$ cat config.mk
export PLATFORM = sky130hd
export DESIGN_NAME = mem_issue_ctrl
export DESIGN_NICKNAME = d
export VERILOG_FILES = /design/src/rtl/mem_issue_ctrl.sv
export SDC_FILE = /design/constraint.sdc
export NUM_CORES = 1
export LEC_CHECK = 0
export CORE_UTILIZATION = 45
export CTS_CLUSTER_SIZE = 28
export DETAILED_ROUTE_END_ITERATION = 6
export PLACE_DENSITY_LB_ADDON = 0.3
export REMOVE_ABC_BUFFERS = 1
export SYNTH_ARGS = -nofsm -noshare
export SYNTH_HDL_FRONTEND = slang
export SYNTH_SLANG_ARGS = --single-unit
$ cat constraint.sdc
create_clock -name clk -period 9.3 [get_ports clk]
set_input_delay 1.86 -clock clk [delete_from_list [all_inputs] [get_ports clk]]
set_output_delay 1.86 -clock clk [all_outputs]
set_load 0.005 [all_outputs]
$ cat src/rtl/mem_issue_ctrl.sv
// In-order load issue controller: circular load queue feeding one memory FU,
// with single in-flight load tracking and branch-mispredict squash.
module mem_issue_ctrl #(
    parameter int DEPTH    = 4,
    parameter int ROB_SIZE = 16
) (
    input  logic                     clk,
    input  logic                     reset,
    input  logic                     enq_valid,
    output logic                     enq_ready,
    input  logic [4:0]               enq_rob,
    input  logic [6:0]               enq_pd,
    input  logic [31:0]              enq_base,
    input  logic [31:0]              enq_imm,
    input  logic [2:0]               enq_func3,
    input  logic [4:0]               curr_rob_tag,
    input  logic                     mispredict,
    input  logic [4:0]               mispredict_tag,
    output logic                     fu_issued,
    output logic [4:0]               fu_rob,
    output logic [6:0]               fu_pd,
    output logic [31:0]              fu_base,
    output logic [31:0]              fu_imm,
    output logic [2:0]               fu_func3,
    input  logic                     fu_ready,
    input  logic                     fu_done,
    input  logic [31:0]              fu_data,
    output logic                     wb_valid,
    output logic [4:0]               wb_rob,
    output logic [6:0]               wb_pd,
    output logic [31:0]              wb_data,
    output logic [$clog2(DEPTH):0]   count,
    output logic                     busy
);

    localparam int PW = $clog2(DEPTH);
    localparam int CW = PW + 1;

    typedef struct packed {
        logic [4:0]  rob;
        logic [6:0]  pd;
        logic [31:0] base;
        logic [31:0] imm;
        logic [2:0]  func3;
    } ld_t;

    typedef enum logic [1:0] {
        IDLE,
        ISSUE,
        WAIT,
        DRAIN
    } state_t;

    ld_t             mem_q [DEPTH];
    logic [PW-1:0]   head_q, head_d;
    logic [PW-1:0]   tail_q, tail_d;
    logic [CW-1:0]   count_q, count_d;
    logic [CW-1:0]   keep;
    logic [PW-1:0]   scan_idx;
    logic            found;
    state_t          state_q;
    ld_t             inf_q;
    ld_t             enq_entry;
    logic            push;
    logic            pop;
    logic            inf_squash;

    // Tag t is younger than the mispredicted branch but older than the ROB tail.
    function automatic logic in_window(
        input logic [4:0] t,
        input logic [4:0] mt,
        input logic [4:0] ct
    );
        logic [31:0] dt;
        logic [31:0] dc;
        dt = (32'(t) + 32'(ROB_SIZE) - 32'(mt)) % 32'(ROB_SIZE);
        dc = (32'(ct) + 32'(ROB_SIZE) - 32'(mt)) % 32'(ROB_SIZE);
        return (dt != 32'd0) && (dt < dc);
    endfunction

    assign enq_entry = '{
        rob:   enq_rob,
        pd:    enq_pd,
        base:  enq_base,
        imm:   enq_imm,
        func3: enq_func3
    };

    assign enq_ready  = (count_q < CW'(DEPTH)) && !mispredict;
    assign push       = enq_valid && enq_ready;
    assign pop        = (state_q == IDLE) && (count_q != '0)
                        && fu_ready && !mispredict;
    assign inf_squash = mispredict
                        && in_window(inf_q.rob, mispredict_tag, curr_rob_tag);

    // Squashed entries form a youngest suffix: keep everything before the first.
    always_comb begin
        keep     = count_q;
        found    = 1'b0;
        scan_idx = '0;
        for (int i = 0; i < DEPTH; i++) begin
            scan_idx = head_q + PW'(i);
            if (!found && (CW'(i) < count_q)
                && in_window(mem_q[scan_idx].rob, mispredict_tag,
                             curr_rob_tag)) begin
                keep  = CW'(i);
                found = 1'b1;
            end
        end
    end

    always_comb begin
        head_d  = head_q;
        tail_d  = tail_q;
        count_d = count_q;
        if (mispredict) begin
            tail_d  = head_q + keep[PW-1:0];
            count_d = keep;
        end else begin
            if (pop) begin
                head_d = head_q + PW'(1);
            end
            if (push) begin
                tail_d = tail_q + PW'(1);
            end
            unique case ({push, pop})
                2'b10:   count_d = count_q + CW'(1);
                2'b01:   count_d = count_q - CW'(1);
                default: count_d = count_q;
            endcase
        end
    end

    always_ff @(posedge clk or posedge reset) begin
        if (reset) begin
            head_q  <= '0;
            tail_q  <= '0;
            count_q <= '0;
        end else begin
            head_q  <= head_d;
            tail_q  <= tail_d;
            count_q <= count_d;
        end
    end

    always_ff @(posedge clk) begin
        if (push) begin
            mem_q[tail_q] <= enq_entry;
        end
    end

    always_ff @(posedge clk or posedge reset) begin
        if (reset) begin
            state_q <= IDLE;
            inf_q   <= '0;
        end else begin
            unique case (state_q)
                IDLE: begin
                    if (pop) begin
                        inf_q   <= mem_q[head_q];
                        state_q <= ISSUE;
                    end
                end
                ISSUE: begin
                    state_q <= inf_squash ? DRAIN : WAIT;
                end
                WAIT: begin
                    if (fu_done) begin
                        state_q <= IDLE;
                    end else if (inf_squash) begin
                        state_q <= DRAIN;
                    end
                end
                DRAIN: begin
                    if (fu_done) begin
                        state_q <= IDLE;
                    end
                end
                default: state_q <= IDLE;
            endcase
        end
    end

    assign fu_issued = (state_q == ISSUE);
    assign fu_rob    = fu_issued ? inf_q.rob   : '0;
    assign fu_pd     = fu_issued ? inf_q.pd    : '0;
    assign fu_base   = fu_issued ? inf_q.base  : '0;
    assign fu_imm    = fu_issued ? inf_q.imm   : '0;
    assign fu_func3  = fu_issued ? inf_q.func3 : '0;

    assign wb_valid  = (state_q == WAIT) && fu_done && !inf_squash;
    assign wb_rob    = wb_valid ? inf_q.rob : '0;
    assign wb_pd     = wb_valid ? inf_q.pd  : '0;
    assign wb_data   = wb_valid ? fu_data   : '0;

    assign count     = count_q;
    assign busy      = (state_q != IDLE);

endmodule

==> reports/qor.txt <==
Status - completed
Largest net degree at the start of global routing - 82
FF-to-FF Start - head_q[0]
Die Y - 198 µm
Asr flop ratio synth - 21.8%
Synth Register Bits - 404
Sequential share of the synthesized area - 67.9%
Pwr dens - 279 mW/mm²
Number of synthesized flops with an enable pin - 316
Delay-heaviest family, CP - buffers and inverters
Effective utilization at floorplan - 45.7%
Iteration-0 DRC Markers - 450
Top FF cell, synth - edfxtp_1
Slowest stage cell, crit path - clkdlybuf4s50_1
Site Rows - 71
Clk sinks - 404
Initial antenna violation count - 2
Final Slew Violations - 0
CP Class - primary input to output pin
Fraction of layout cells with a size suffix above 1 - 12.3%
Cts repair resizes - 0
Drt pass-1 iters - 4
Final Cycle Share - 79.8%
Gr ovfl total - 0
All-Layer GR Usage - 19.8%
Worst VDD drop - 0.216 mV
Min setup slack post-route - 1.88 ns
CORE AREA - 0.0377 mm²
R2R depth - 15
Hpwl dp - 22500 µm
RR Endpoint - tail_q[1]
Non-filler cells, final - 1925
Worst relative slew slack - 38.3%
Worst hold margin - 0.464 ns
CTS H-tree depth - 2
Final min period - 7.42 ns
Required time of the critical path - 7.44 ns
DR vias - 9874
Crit path DAT - 5.56 ns
# hold bufs at CTS - 0
I/O Buffers - 254
Final TNS setup - 0 ns
Crit path cell chain - clkdlybuf4s50_1 -> inv_1 -> ha_1 -> a21o_1 -> a21oi_1 -> xnor2_1 -> ha_1 -> o21ai_0 -> o311a_1 -> nor3_2 -> buf_4 -> and2_1 -> clkdlybuf4s50_1
R2r setup slk - 4.38 ns
Worst Hold End - inf_q[56]
Commonest non-fill, non-tap cell in the layout - edfxtp_1
CTS tree - built
Area Overhead vs Synth - 25.9%
Leak - 8.12 nW
Startpoint types - primary input
Worst Skew - 0.0167 ns
Drc violations - 0
Crit path max fanout - 43
First-pass GRT wire length - 58400 µm
Final wirelength - 37700 µm
Nets - 1555
Antenna Nets Post-Route - 0
I/O pins - 257
Post-CTS setup buffer count - 0
Hold Vio Cnt, Final - 0
Avg Inst Size Synth - 15.3 µm²
Max cap viols - 0
DIE AREA - 0.0390 mm²
Synth cell types - 50
Post-Syn Instances - 1124
CTS Root Cell - clkbuf_16
Layout fillers - 3046
Drt via density - 5.13
Setup WS pre-CTS - 1.85 ns
Post-Syn Area - 0.0172 mm²
Die Wd - 198 µm
Maximum root-to-sink buffer count - 3
Worst hold start - inf_q[56]
Clk slew on worst S/H paths - 0.06 ns
Commonest cells after routing, fill and taps aside - edfxtp_1, clkdlybuf4s50_1, nand2_1
Drt wl/cell - 19.6 µm
Biggest cell delay along the critical path - 0.71 ns
Final setup viols - 0
HP Class - flop to flop
Skew-Pair Late Insertion Delay - 0.54 ns
RSZ-0062 raised after global routing - no
Placed cell count - 1847
Critical Path Sink Type - output pin
Yosys warning total - 0
Total power - 6.05 mW
F_max - 135 MHz
Hold Path Cell Cnt - 2
Placer's final routability congestion estimate - 0.841
Bufs and invs on worst path - 4
CTS buffer count - 42
Slew @ Worst Pin - 0.926 ns
Vias in the first global route - 10520
-- cells by family (layout without fill, tap and decap cells) --
group           after synthesis  count (layout)  synth area share (%)
other cells                   0               1                     0
buf+inv                      85             374                  1.93
simple gates                416             416                  11.4
xor+xnor                     20              20                  1.19
flops                       404             404                  67.9
mux                          95              95                  11.6
compound gates               56              56                  2.24
fa+ha+maj                    48              48                  3.75
-- state kept, by name (all words and copies together) (netlist names) --
| register | cells |
|---|---|
| head_q | 2 |
| state_q | 2 |
| tail_q | 2 |
| mem_q | 316 |
| inf_q | 79 |
| count | 3 |
-- through the flow --
step                cell area [µm²]  util, %
floorplan                     17000        -
global placement              20300     53.9
detailed placement            20300     53.9
CTS                           21700     57.5
global route                  21700     57.5
finish                        21700     57.5
-- area by class of cell --
| type | count | area [µm²] | share of cell area (%) |
|---|---|---|---|
| Clock inverter | 16 | 159 | 0.733 |
| Tap cell | 511 | 639 | 2.95 |
| Clock buffer | 61 | 1190 | 5.51 |
| Antenna cell | 1 | 2.50 | 0.0116 |
| Timing Repair Buffer | 267 | 2640 | 12.2 |
| Sequential cell | 404 | 11700 | 54.0 |
| Multi-Input combinational cell | 635 | 5220 | 24.1 |
| Inverter | 30 | 115 | 0.531 |
-- cell usage after synthesis (all sizes together), types with 2 or more instances --
cell type  number  area, µm²
edfxtp        316       9490
nand2         250        938
and2          122        763
dfrtp          88       2200
mux4           83       1870
ha             42        526
clkbuf         39        146
inv            29        109
buf            16       72.6
a21oi          15       75.1
nor2           12       45.0
xnor2          12        105
a21o           10       75.1
o21ai          10       50.1
mux2i           9       90.1
nand2b          7       43.8
fa              6        120
nor2b           6       37.5
xor2            6       52.6
and3            4       25.0
o21a            4       30.0
a221oi          3       38.8
a31oi           3       18.8
mux2            3       33.8
nand3           3       15.0
nor3            3       20.0
nor3b           2       15.0
nor4            2       12.5
or2             2       12.5
-- where the power goes --
part	internal, mW	leakage, nW	switching [mW]	total (mW)
clock	0.975	0.658	0.666	1.64
combinational	0.987	3.48	0.946	1.93
sequential	2.29	3.98	0.193	2.48
-- tightest hold or removal path: stages, from the launching register on --
cell and delay, ns:
dfrtp_1 0.33, nand2_1 0.05, nand2_1 0.05
-- worst max path at each step --
stage	from	cells past startpoint	endpoint
floorplan	head_q[0]	18	tail_q[1]
global placement	mispredict_tag[1]	13	wb_data[10]
detailed placement	mispredict_tag[1]	13	wb_rob[4]
CTS	mispredict_tag[1]	13	wb_rob[4]
global route	mispredict_tag[1]	13	wb_data[8]
finish	mispredict_tag[1]	13	wb_rob[4]
-- routing by layer --
metal / wire [µm] / share of wire (%) / vias up / GRT usage [%]
met5: 13 / 0.034 / - / 0
met2: 19100 / 51 / 252 / 34.9
met4: 802 / 2.1 / 2 / 5.57
li1: - / - / 4580 / -
met3: 2260 / 6.0 / 54 / 4.70
met1: 15600 / 41 / 4986 / 24.2
(Power assumes the default switching activity.)
